<file path="src/rtl/instr_fetch_if.sv">
// Fetch-unit bus bundle: 8-bit memory read port plus the instruction
// valid/ready handshake towards execute.
interface instr_fetch_if;
    logic [15:0] mem_addr;
    logic        mem_rd;
    logic [7:0]  mem_data;
    logic        mem_ready;
    logic [7:0]  opcode;
    logic [15:0] operand;
    logic [15:0] instr_pc;
    logic        instr_valid;
    logic        instr_ready;

    modport master (
        output mem_addr, mem_rd, opcode, operand, instr_pc, instr_valid,
        input  mem_data, mem_ready, instr_ready
    );

    modport slave (
        input  mem_addr, mem_rd, opcode, operand, instr_pc, instr_valid,
        output mem_data, mem_ready, instr_ready
    );
endinterface

</file>
<file path="src/rtl/instr_fetch.sv">
// Instruction fetch stage: loads PC from the reset vector, then reads an
// opcode plus 0..2 operand bytes and presents the whole instruction to
// execute with a valid/ready handshake.
// Optional feature macro: INSTR_FETCH_PREFETCH_EN (1-byte opcode prefetch
// while waiting in HOLD).
module instr_fetch #(
    parameter logic [15:0] RESET_VEC = 16'hFFFC
) (
    input  logic              clk,
    input  logic              rst,
    instr_fetch_if.master     bus,
    output logic [7:0]        dec_opcode_o,
    input  logic [1:0]        op_len_i,
    input  logic              pc_load_i,
    input  logic [15:0]       pc_load_val_i,
    output logic [15:0]       pc_o
);

    typedef enum logic [2:0] {RST_LO, RST_HI, OPC, OPR1, OPR2, HOLD} state_t;

    state_t      state_q, state_d;
    logic [15:0] pc_q, pc_d;
    logic [7:0]  opcode_q, opcode_d;
    logic [15:0] operand_q, operand_d;
    logic [15:0] instr_pc_q, instr_pc_d;
    logic        rd_done;
    logic        len_le1;

`ifdef INSTR_FETCH_PREFETCH_EN
    logic        buf_valid_q, buf_valid_d;
    logic [7:0]  buf_data_q, buf_data_d;
    logic [15:0] buf_pc_q, buf_pc_d;
    logic        hold_have;
    logic [7:0]  hold_byte;

    // Next opcode in HOLD comes from the buffer, or from a read completing now.
    assign hold_have = buf_valid_q || rd_done;
    assign hold_byte = buf_valid_q ? buf_data_q : bus.mem_data;
`endif

    assign rd_done = bus.mem_rd && bus.mem_ready;
    // A decoder length of 0 is treated like a 1-byte instruction.
    assign len_le1 = (op_len_i <= 2'd1);

    assign bus.opcode      = opcode_q;
    assign bus.operand     = operand_q;
    assign bus.instr_pc    = instr_pc_q;
    assign bus.instr_valid = (state_q == HOLD);
    assign pc_o            = pc_q;

    // Bus address/strobe and the opcode shown to the decoder.
    always_comb begin
        bus.mem_addr = pc_q;
        bus.mem_rd   = !rst && (state_q != HOLD);
        dec_opcode_o = opcode_q;
        case (state_q)
            RST_LO: bus.mem_addr = RESET_VEC;
            RST_HI: bus.mem_addr = RESET_VEC + 16'd1;
            OPC:    dec_opcode_o = bus.mem_data;
`ifdef INSTR_FETCH_PREFETCH_EN
            HOLD: begin
                bus.mem_rd   = !rst && !buf_valid_q;
                dec_opcode_o = hold_byte;
            end
`endif
            default: ;
        endcase
    end

    // Next-state and datapath register update.
    always_comb begin
        state_d    = state_q;
        pc_d       = pc_q;
        opcode_d   = opcode_q;
        operand_d  = operand_q;
        instr_pc_d = instr_pc_q;
`ifdef INSTR_FETCH_PREFETCH_EN
        buf_valid_d = buf_valid_q;
        buf_data_d  = buf_data_q;
        buf_pc_d    = buf_pc_q;
`endif
        if (pc_load_i && (state_q != RST_LO) && (state_q != RST_HI)) begin
            // Redirect wins over any read finishing this cycle.
            pc_d    = pc_load_val_i;
            state_d = OPC;
`ifdef INSTR_FETCH_PREFETCH_EN
            buf_valid_d = 1'b0;
`endif
        end else begin
            case (state_q)
                RST_LO: if (rd_done) begin
                    pc_d[7:0] = bus.mem_data;
                    state_d   = RST_HI;
                end
                RST_HI: if (rd_done) begin
                    pc_d[15:8] = bus.mem_data;
                    state_d    = OPC;
                end
                OPC: if (rd_done) begin
                    opcode_d   = bus.mem_data;
                    instr_pc_d = pc_q;
                    operand_d  = 16'h0000;
                    pc_d       = pc_q + 16'd1;
                    state_d    = len_le1 ? HOLD : OPR1;
                end
                OPR1: if (rd_done) begin
                    operand_d[7:0] = bus.mem_data;
                    pc_d           = pc_q + 16'd1;
                    state_d        = (op_len_i == 2'd3) ? OPR2 : HOLD;
                end
                OPR2: if (rd_done) begin
                    operand_d[15:8] = bus.mem_data;
                    pc_d            = pc_q + 16'd1;
                    state_d         = HOLD;
                end
                HOLD: begin
`ifdef INSTR_FETCH_PREFETCH_EN
                    if (bus.instr_ready) begin
                        buf_valid_d = 1'b0;
                        if (hold_have) begin
                            opcode_d   = hold_byte;
                            instr_pc_d = buf_valid_q ? buf_pc_q : pc_q;
                            operand_d  = 16'h0000;
                            pc_d       = pc_q + 16'd1;
                            state_d    = len_le1 ? HOLD : OPR1;
                        end else begin
                            state_d = OPC;
                        end
                    end else if (rd_done) begin
                        buf_valid_d = 1'b1;
                        buf_data_d  = bus.mem_data;
                        buf_pc_d    = pc_q;
                    end
`else
                    if (bus.instr_ready) state_d = OPC;
`endif
                end
                default: state_d = RST_LO;
            endcase
        end
    end

    // State and datapath registers with asynchronous reset.
    always_ff @(posedge clk or posedge rst) begin
        if (rst) begin
            state_q    <= RST_LO;
            pc_q       <= 16'h0000;
            opcode_q   <= 8'h00;
            operand_q  <= 16'h0000;
            instr_pc_q <= 16'h0000;
`ifdef INSTR_FETCH_PREFETCH_EN
            buf_valid_q <= 1'b0;
            buf_data_q  <= 8'h00;
            buf_pc_q    <= 16'h0000;
`endif
        end else begin
            state_q    <= state_d;
            pc_q       <= pc_d;
            opcode_q   <= opcode_d;
            operand_q  <= operand_d;
            instr_pc_q <= instr_pc_d;
`ifdef INSTR_FETCH_PREFETCH_EN
            buf_valid_q <= buf_valid_d;
            buf_data_q  <= buf_data_d;
            buf_pc_q    <= buf_pc_d;
`endif
        end
    end

endmodule

</file>
<file path="src/flat_wrapper.sv">
// flat-port wrapper written by rule: the top's interface ports become plain ports
module instr_fetch_flat 
#(
    parameter logic [15:0] RESET_VEC = 16'hFFFC
)
  (clk, rst, dec_opcode_o, op_len_i, pc_load_i, pc_load_val_i, pc_o, bus_mem_addr, bus_mem_rd, bus_opcode, bus_operand, bus_instr_pc, bus_instr_valid, bus_mem_data, bus_mem_ready, bus_instr_ready);
  instr_fetch_if bus_i ();
  input  logic clk;
  input  logic rst;
  output logic [7:0] dec_opcode_o;
  input  logic [1:0] op_len_i;
  input  logic pc_load_i;
  input  logic [15:0] pc_load_val_i;
  output logic [15:0] pc_o;
  output wire logic [$bits(bus_i.mem_addr)-1:0] bus_mem_addr;
  output wire logic [$bits(bus_i.mem_rd)-1:0] bus_mem_rd;
  output wire logic [$bits(bus_i.opcode)-1:0] bus_opcode;
  output wire logic [$bits(bus_i.operand)-1:0] bus_operand;
  output wire logic [$bits(bus_i.instr_pc)-1:0] bus_instr_pc;
  output wire logic [$bits(bus_i.instr_valid)-1:0] bus_instr_valid;
  input wire logic [$bits(bus_i.mem_data)-1:0] bus_mem_data;
  input wire logic [$bits(bus_i.mem_ready)-1:0] bus_mem_ready;
  input wire logic [$bits(bus_i.instr_ready)-1:0] bus_instr_ready;
  assign bus_mem_addr = bus_i.mem_addr;
  assign bus_mem_rd = bus_i.mem_rd;
  assign bus_opcode = bus_i.opcode;
  assign bus_operand = bus_i.operand;
  assign bus_instr_pc = bus_i.instr_pc;
  assign bus_instr_valid = bus_i.instr_valid;
  assign bus_i.mem_data = bus_mem_data;
  assign bus_i.mem_ready = bus_mem_ready;
  assign bus_i.instr_ready = bus_instr_ready;
  instr_fetch #(.RESET_VEC(RESET_VEC)) u_core (.clk(clk), .rst(rst), .bus(bus_i), .dec_opcode_o(dec_opcode_o), .op_len_i(op_len_i), .pc_load_i(pc_load_i), .pc_load_val_i(pc_load_val_i), .pc_o(pc_o));
endmodule
</file>
<file path="config.mk">
export PLATFORM = sky130hd
export DESIGN_NAME = instr_fetch_flat
export DESIGN_NICKNAME = d
export VERILOG_FILES = /design/src/rtl/instr_fetch_if.sv /design/src/rtl/instr_fetch.sv /design/src/flat_wrapper.sv
export SDC_FILE = /design/constraint.sdc
export NUM_CORES = 1
export LEC_CHECK = 0
export ABC_CLOCK_PERIOD_IN_PS = 3100
export CAP_MARGIN = 20
export CORE_ASPECT_RATIO = 0.6
export CORE_MARGIN = 2
export CORE_UTILIZATION = 45
export DETAILED_ROUTE_END_ITERATION = 10
export GPL_TIMING_DRIVEN = 0
export HOLD_SLACK_MARGIN = 0.1
export PLACE_DENSITY_LB_ADDON = 0.12
export SYNTH_ARGS = -nofsm -noshare
export SYNTH_HDL_FRONTEND = slang
export SYNTH_SLANG_ARGS = --single-unit
export TNS_END_PERCENT = 100
</file>
<file path="constraint.sdc">
create_clock -name clk -period 3.1 [get_ports clk]
set_clock_uncertainty 0.1 [all_clocks]
set_input_delay 0.62 -clock clk [delete_from_list [all_inputs] [get_ports clk]]
set_output_delay 0.62 -clock clk [all_outputs]
set_load 0.05 [all_outputs]
</file>
# == Word level (Yosys, flattened, before mapping) ==
# Index checks and enable logic that the tools add are counted.
# word_totals
register_bits,59
output_inout_bits,82
elab_cells,66
in_bits,31
# classes
n_lt_le_gt_ge,1
n_mux,20
n_eq_ne,18
bitwise,1
n_reduce_logical,18
n_addsub,1
# op_table
op,n
$pmux 8 s2,4
$mux 16,3
$pmux 16 s2,1
$mux 3,8
$ne 3x1->1 const B,8
$pmux 3 s6,1
$add 16x1->16 const B,1
$mux 8,2
$reduce_and 3->1,3
$reduce_bool 3->1,3
$reduce_and 4->1,2
$eq 3x2->1 const B,2
$eq 3x3->1 const B,2
$ne 2x1->1 const B,3
$reduce_and 6->1,1
$logic_and 1x1->1,4
$reduce_bool 2->1,2
$eq 3x1->1 const B,1
$logic_not 3->1,1
$ne 3x3->1 const B,1
$reduce_or 3->1,1
$eq 2x2->1 const B,1
$le 2x1->1 const B,1
$logic_not 1->1,1
other kinds (2),2

# == Logic depth before layout (Yosys ltp) ==
# logic_depth
word_depth,6
mapped_depth,7
ltp_nobuf,6

# == Worst setup path before layout ==
# OpenSTA, ideal clock, no wires.
# synth_timing
path_type,register to output
start,reg u_core.state_q[2]
end,out bus_mem_addr[11]
stages_incl_launch_ff,4
required_ns,2.380
path_slack_ns,0.531
path_buffers,2
t_arrival_ns,1.849
cell_sequence,dfrtp_1 buf_2 clkbuf_1 o21ai_0
# synth_via
elab_chain_len,2
word_cells_on_any_way,3
classes_between,eq/ne: 1; mux: 1; reduce/logical: 1
# synth_rtl
item,line_no,source
start: declaration,instr_fetch.sv:21,"state_t state_q, state_d;"
start signal: assignment,instr_fetch.sv:157,state_q <= state_d;
$eq 3x1->1 or $logic_not 3->1 (tied branches),instr_fetch.sv:56,case (state_q)
$pmux 16 s2 (*),instr_fetch.sv:56,
end: declaration,flat_wrapper.sv:15,output wire logic [$bits(bus_i.mem_addr)-1:0] bus_mem_addr;
# Mark *: on every way between the ends. The rest lies on a longest branch, timed or not.

# == Worst setup path after layout ==
# layout_timing
start,reg u_core.state_q[1]
end,out bus_mem_addr[11]
# The elaborated chain is that of the path after synthesis.

==> impl_metrics.tcl <==
set metrics [dict create \
    status "finished, final reports clean" \
    vias 3456 \
    die_area_um2 8143 \
    max-cap-violations 0 \
    crit_required_ps 2380 \
    worstHoldPathType "register to register" \
    cts_hold_buf 0 \
    synth_edf_count 0 \
    max_freq_mhz 338.4 \
    ys_seq_area_share_pct 44.24 \
    initialDrtViolationCount 430 \
    postLayoutCellArea_um2 4842 \
    die_x_um 115.2 \
    antenna_found_initial 0 \
    wl_per_cell_um 18.90 \
    grt_util_all_layers_pct 28.50 \
    crit_arrival_ps 2240 \
    setup_viol 0 \
    crit_start "u_core.state_q[1]$_DFFE_PP0P_" \
    drcViolationCount 0 \
    mostFrequentLayoutCells "clkdlybuf4s50_1, dfrtp_1, o21ai_0" \
    die_h_um 70.71 \
    syn_avg_cell_area_um2 9.244 \
    post-place-ws_ps -134.6 \
    port_buffers 111 \
    period_needed_ps 2955 \
    grt-ovfl-total 0 \
    grt_pass1_wl_um 17790 \
    clk_pin_slew_ps 50 \
    cp_max_fo 10 \
    maxSlewViolCount 0 \
    cts_root_buffer "clkbuf_16" \
    initial_core_util_pct 46.11 \
    synth.distinct_cells 54 \
    worstMarginPinSlew_ps 971.0 \
    placed_area_um2 4598 \
    finalHoldViolCount 0 \
    ys_async_sr_fraction_pct 100.0 \
    top_level_ports 113 \
    place_congestion 0.9543 \
    cts_made_buffers 9 \
    ys.flop_type "dfrtp_1" \
    htreeDepth 3 \
    clock_sinks 59 \
    crit_family "buffers and inverters" \
    vias_per_cell 5.848 \
    setup_slack_ps 144.8 \
    crit_slowest_cell "clkdlybuf4s50_1" \
    cts_tree "built" \
    nets 515 \
    ys_seq_elements 59 \
    wl_um 11170 \
    cts_setup_buffers 0 \
    critPathKind "register to output pin" \
    slowest_delay_ps 840 \
    yosys_warnings 0 \
    ctsResizeCount 20 \
    worstSkewPairLatency_ps 330 \
    start_kind "register" \
    timing.hold.ws_ps 379.1 \
    crit_chain "buf_2, clkbuf_1, o21ai_0, clkdlybuf4s50_1" \
    crit_buf_inv 3 \
    grt_start_max_net_pins 33 \
    min-delay-start "u_core.bus.operand[0]$_DFFE_PP0P_" \
    synth_top_area_share_pct 44.24 \
    placedCellCount 577 \
    synthToLayoutAreaGrowth_pct 45.11 \
    reg2reg_from "u_core.state_q[1]$_DFFE_PP0P_" \
    slew_headroom_pct 34.45 \
    grt_pass1_vias 3259 \
    final_common_cell "clkdlybuf4s50_1" \
    postRouteAntennaNets 0 \
    place_hpwl_um 8225 \
    synth_area_um2 3337 \
    ys_top_cells_by_area "dfrtp_1, mux2_2, o21ai_0" \
    syn_nets 393 \
    drive_gt1_share_pct 17.45 \
    synth_top_area_cell "dfrtp_1" \
    final.period_utilization_pct 95.33 \
    core_area_um2 7237 \
    antenna_cells 0 \
    netlist_instances 361 \
    stdcell_count 591 \
    dr.pass1.iters 6 \
    clockBufferDepth 2 \
    cp-end-kind "output pin" \
    placementRows 24 \
    rsz0062_at_grt "false" \
]
sequential cells by signal (all words and copies together), names as in the netlist:
name,cells
u_core.bus.instr_pc,16
u_core.bus.operand,16
u_core.pc_o,16
u_core.bus.opcode,8
u_core.state_q,3
worst paths after layout:
| path | endpoint | slack, ps | cells after the start |
|---|---|---|---|
| setup / recovery | bus_mem_addr[11] | 140 | 4 |
| hold / removal | u_core.bus.operand[0]$_DFFE_PP0P_ | 380 | 2 |
| setup reg to reg | u_core.pc_o[7]$_DFFE_PP0P_ | 760 | 5 |
| hold reg to reg | u_core.bus.operand[0]$_DFFE_PP0P_ | 380 | 2 |
| max in group asynchronous | u_core.bus.operand[4]$_DFFE_PP0P_ | 1570 | 3 |
| min in group asynchronous | u_core.pc_o[10]$_DFFE_PP0P_ | 730 | 2 |
stage by stage:
| stage | util (%) | setup TNS, ps |
|---|---|---|
| final | 66.91 | 0 |
| after global routing | 66.91 | 0 |
| after CTS | 66.84 | 0 |
| after detailed placement | 63.54 | -1105 |
| after global placement | 63.26 | -19290 |
| after floorplan | - | 0 |
logic make-up (layout without fill, tap and decap cells):
kind of cell | Yosys count | in the layout | synth area share [%]
AOI/OAI and AO/OA | 114 | 114 | 21.45
adders and majority gates | 1 | 1 | 0.3749
buffers and inverters | 30 | 156 | 3.975
DFF | 59 | 59 | 44.24
muxes | 31 | 31 | 10.46
and+or+nand+nor | 126 | 126 | 19.50
synth_stat cells, types with 2 or more instances:
| library cell | instances |
|---|---|
| nand2_1 | 33 |
| buf_2 | 13 |
| nor3b_1 | 4 |
| inv_1 | 8 |
| a21o_1 | 2 |
| dfrtp_1 | 59 |
| nor2_1 | 31 |
| nor3_1 | 9 |
| o2bb2ai_1 | 2 |
| and2_1 | 3 |
| o21ai_0 | 42 |
| a211oi_1 | 3 |
| clkbuf_1 | 8 |
| a221o_1 | 2 |
| a22o_1 | 8 |
| or2_2 | 12 |
| mux2_2 | 31 |
| nand2b_1 | 4 |
| nand4_1 | 3 |
| o22ai_1 | 5 |
| or3_1 | 2 |
| or3b_1 | 2 |
| o221a_2 | 2 |
| a21oi_1 | 26 |
| a31oi_1 | 5 |
| nor2b_1 | 4 |
| nand3_1 | 8 |
| o211ai_1 | 4 |
worst register-to-register path, stage by stage (launching register included):
cell	delay, ps
dfrtp_1	370
buf_2	190
clkbuf_1	250
o311ai_0	900
o21ai_0	260
a21oi_1	200
metal layers:
metal	vias up	part of all wire [%]	global-route usage (%)
met2	215	40	38.24
met1	1648	47	43.78
li1	1571	-	-
met3	22	12	8.912
met4	0	1.3	8.300
met5	-	0	0
cell type report:
| class | count | area, um^2 |
|---|---|---|
| timing repair buffer | 112 | 1109 |
| tap | 104 | 130.1 |
| inverter | 8 | 30.03 |
| buffer | 21 | 100.1 |
| clock inverter | 3 | 15.01 |
| fill | 584 | 2395 |
| clock buffer | 12 | 246.5 |
| sequential | 59 | 1476 |
| multi-input combinational | 272 | 1735 |
Power is left out: the tool's default activity adds up to more than one toggle a clock period on the data nets, which glitch-free logic cannot reach.
==> variant, RTL diff (config.mk and constraints unchanged) <==
The 6 states of `state_t` get a one-hot encoding in 6 bits.
--- a/src/rtl/instr_fetch.sv
+++ b/src/rtl/instr_fetch.sv
@@ -16,7 +16,7 @@
     output logic [15:0]       pc_o
 );
 
-    typedef enum logic [2:0] {RST_LO, RST_HI, OPC, OPR1, OPR2, HOLD} state_t;
+    typedef enum logic [5:0] {RST_LO = 6'b000001, RST_HI = 6'b000010, OPC = 6'b000100, OPR1 = 6'b001000, OPR2 = 6'b010000, HOLD = 6'b100000} state_t;
 
     state_t      state_q, state_d;
     logic [15:0] pc_q, pc_d;
Formal check against the unedited RTL: no difference found for any inputs over 4 cycles, from zero or initial values and one cycle with rst high; so few cycles prove little.
==> variant against the original RTL <==
Setup slack worse by 0.065 ns. Cell area rose by 5.8%. Routed wire length up 9.5%. Sequential cell count up 3. Global-route usage increased by 0.78 points. First-iteration DRC count down 6.5%. Critical path depth up 1. Synthesized area grew 6.7%.
Power is left out: the tool's default activity adds up to more than one toggle a clock period on the data nets, which glitch-free logic cannot reach.
==> variant: results (changes against the original RTL) <==
outcome finished, final reports clean; Sequential Area 0.00155 mm^2 (+5.2%); post-synthesis sequential element count 62 (+5.1%); classification of the worst-slack hold path register to register; Placed Instances 603 (+4.5%); pin slew with the least headroom to its limit 1.17 ns (+0.196 ns); global-route wire length before repair 19.1 mm (+7.2%); aggregate global-route resource usage 0.293 (+0.00779); post-route insts no fill 621 (+5.1%); H-tree depth 3 (unchanged); average size of a mapped cell 9.29 um^2 (+0.55%); total of fill cells in the finished design 671 (+15%); routability congestion estimate 0.957 (+0.24%); hold slack final 0.385 ns (+0.00542 ns); Synth Area in Adders 0.00351 (-0.000235); number of buffers added to fix hold violations after cts 0 (unchanged); utilization of the core after routing 0.661 (-0.00844); antenna violations before repair 0 (unchanged); number of design-rule violations left by the first detailed-router iteration 402 (-6.5%); # nets final 540 (+4.9%); Inverters excl. clock 9 (+1); largest net degree at the start of global routing 40 (+21%); syn nets 415 (+5.6%); area share of buffers outside the clock network 0.247 (-0.00303); clock input transition at the sequential cells of the worst setup and hold paths 0.05 ns (about the same); Setup Slack @ Placement -0.311 ns (-0.176 ns); achievable clock frequency 331 MHz (-2.1%); XOR/XNOR Fraction of Synth Area 0.0218 (+0.0218); detailed-route vias per instance 5.79 (-1.1%); area of the core region 0.00776 mm^2 (+7.2%); buffers added on ports 111 (unchanged); total of clock buffers placed in the layout 11 (-1); number of unique standard cell types used by synthesis 57 (+5.6%); longest individual stage delay on the worst path 0.42 ns (-0.42 ns); CP top delay family simple AND/OR/NAND/NOR gates; share of synthesized area spent on multiplexers 0.113 (+0.00822); sequential element share of the synthesized area 0.436 (-0.00624); critical path arrival 2.30 ns (+0.06 ns); total CTS buffers 9 (unchanged); number of search-and-repair iterations in the first detailed-routing pass 5 (-1); ranking of synthesized cells by area sky130_fd_sc_hd__dfrtp_1, sky130_fd_sc_hd__mux2_1, sky130_fd_sc_hd__nand2_1; clock network contribution to total cell area 0.0552 (+0.00117); placed cell areas 0.00483 mm^2 (+5.0%); DP Wirelength 8.70 mm (+5.8%); fraction of final layout cells sized beyond drive strength 1 0.127 (-0.0478); Max stage delay cell, worst path sky130_fd_sc_hd__dfrtp_1; most instantiated cells after synthesis sky130_fd_sc_hd__dfrtp_1, sky130_fd_sc_hd__nand2_1, sky130_fd_sc_hd__o21ai_0; DRT Wirelength 12.2 mm (+9.5%); via count of the first global-routing pass 3467 (+6.4%); compound-gate portion of the synthesized area 0.183 (-0.0313); worst reg2reg setup slack 0.31 ns (-0.45 ns); multi-input gates 287 (+5.5%); multi-input logic area 0.00186 mm^2 (+7.0%); non-clock buffer instance count of the final layout 139 (+4.5%)
-- variant: cell types whose count changed in the layout (fill, tap and decap cells not counted), moves of 7 or more --
cell,change
sky130_fd_sc_hd__a21oi_1,-12
sky130_fd_sc_hd__a22o_1,-7
sky130_fd_sc_hd__buf_2,-10
sky130_fd_sc_hd__clkbuf_1,+10
sky130_fd_sc_hd__clkdlybuf4s15_2,+11
sky130_fd_sc_hd__clkdlybuf4s50_1,-8
sky130_fd_sc_hd__dlygate4sd2_1,-10
sky130_fd_sc_hd__mux2_1,+22
sky130_fd_sc_hd__mux2_2,-20
sky130_fd_sc_hd__nand2_1,+23
sky130_fd_sc_hd__nand2b_1,+10
sky130_fd_sc_hd__nor2_1,-8
sky130_fd_sc_hd__o21ai_0,-13
sky130_fd_sc_hd__or2_2,-12
-- variant: what timing repair did --
action	4_1_cts	5_1_grt
pin swaps	0	1
endpoints found under the setup margin	25	8
buffers inserted	0	1
endpoints found under the hold margin	0	0
resized for setup	58	6
-- variant: worst paths after layout --
kind,start,to,cells after the start
min in group asynchronous,rst,u_core.bus.instr_pc[11]$_DFFE_PP0P_,2
max,u_core.state_q[5]$_DFFE_PP0P_,dec_opcode_o[5],5
min reg2reg,u_core.bus.instr_pc[3]$_DFFE_PP0P_,u_core.bus.instr_pc[3]$_DFFE_PP0P_,1
min,u_core.bus.instr_pc[3]$_DFFE_PP0P_,u_core.bus.instr_pc[3]$_DFFE_PP0P_,1
max reg2reg,u_core.state_q[3]$_DFFE_PP0P_,u_core.pc_o[9]$_DFFE_PP0P_,6
max in group asynchronous,rst,u_core.bus.operand[14]$_DFFE_PP0P_,3
-- variant: metal layers --
metal	GRT usage	vias to the layer above	wire, um
li1	-	1632	-
met1	0.416	1755	5590
met2	0.421	186	5170
met3	0.101	20	1260
met4	0.0913	0	212
met5	0	-	0
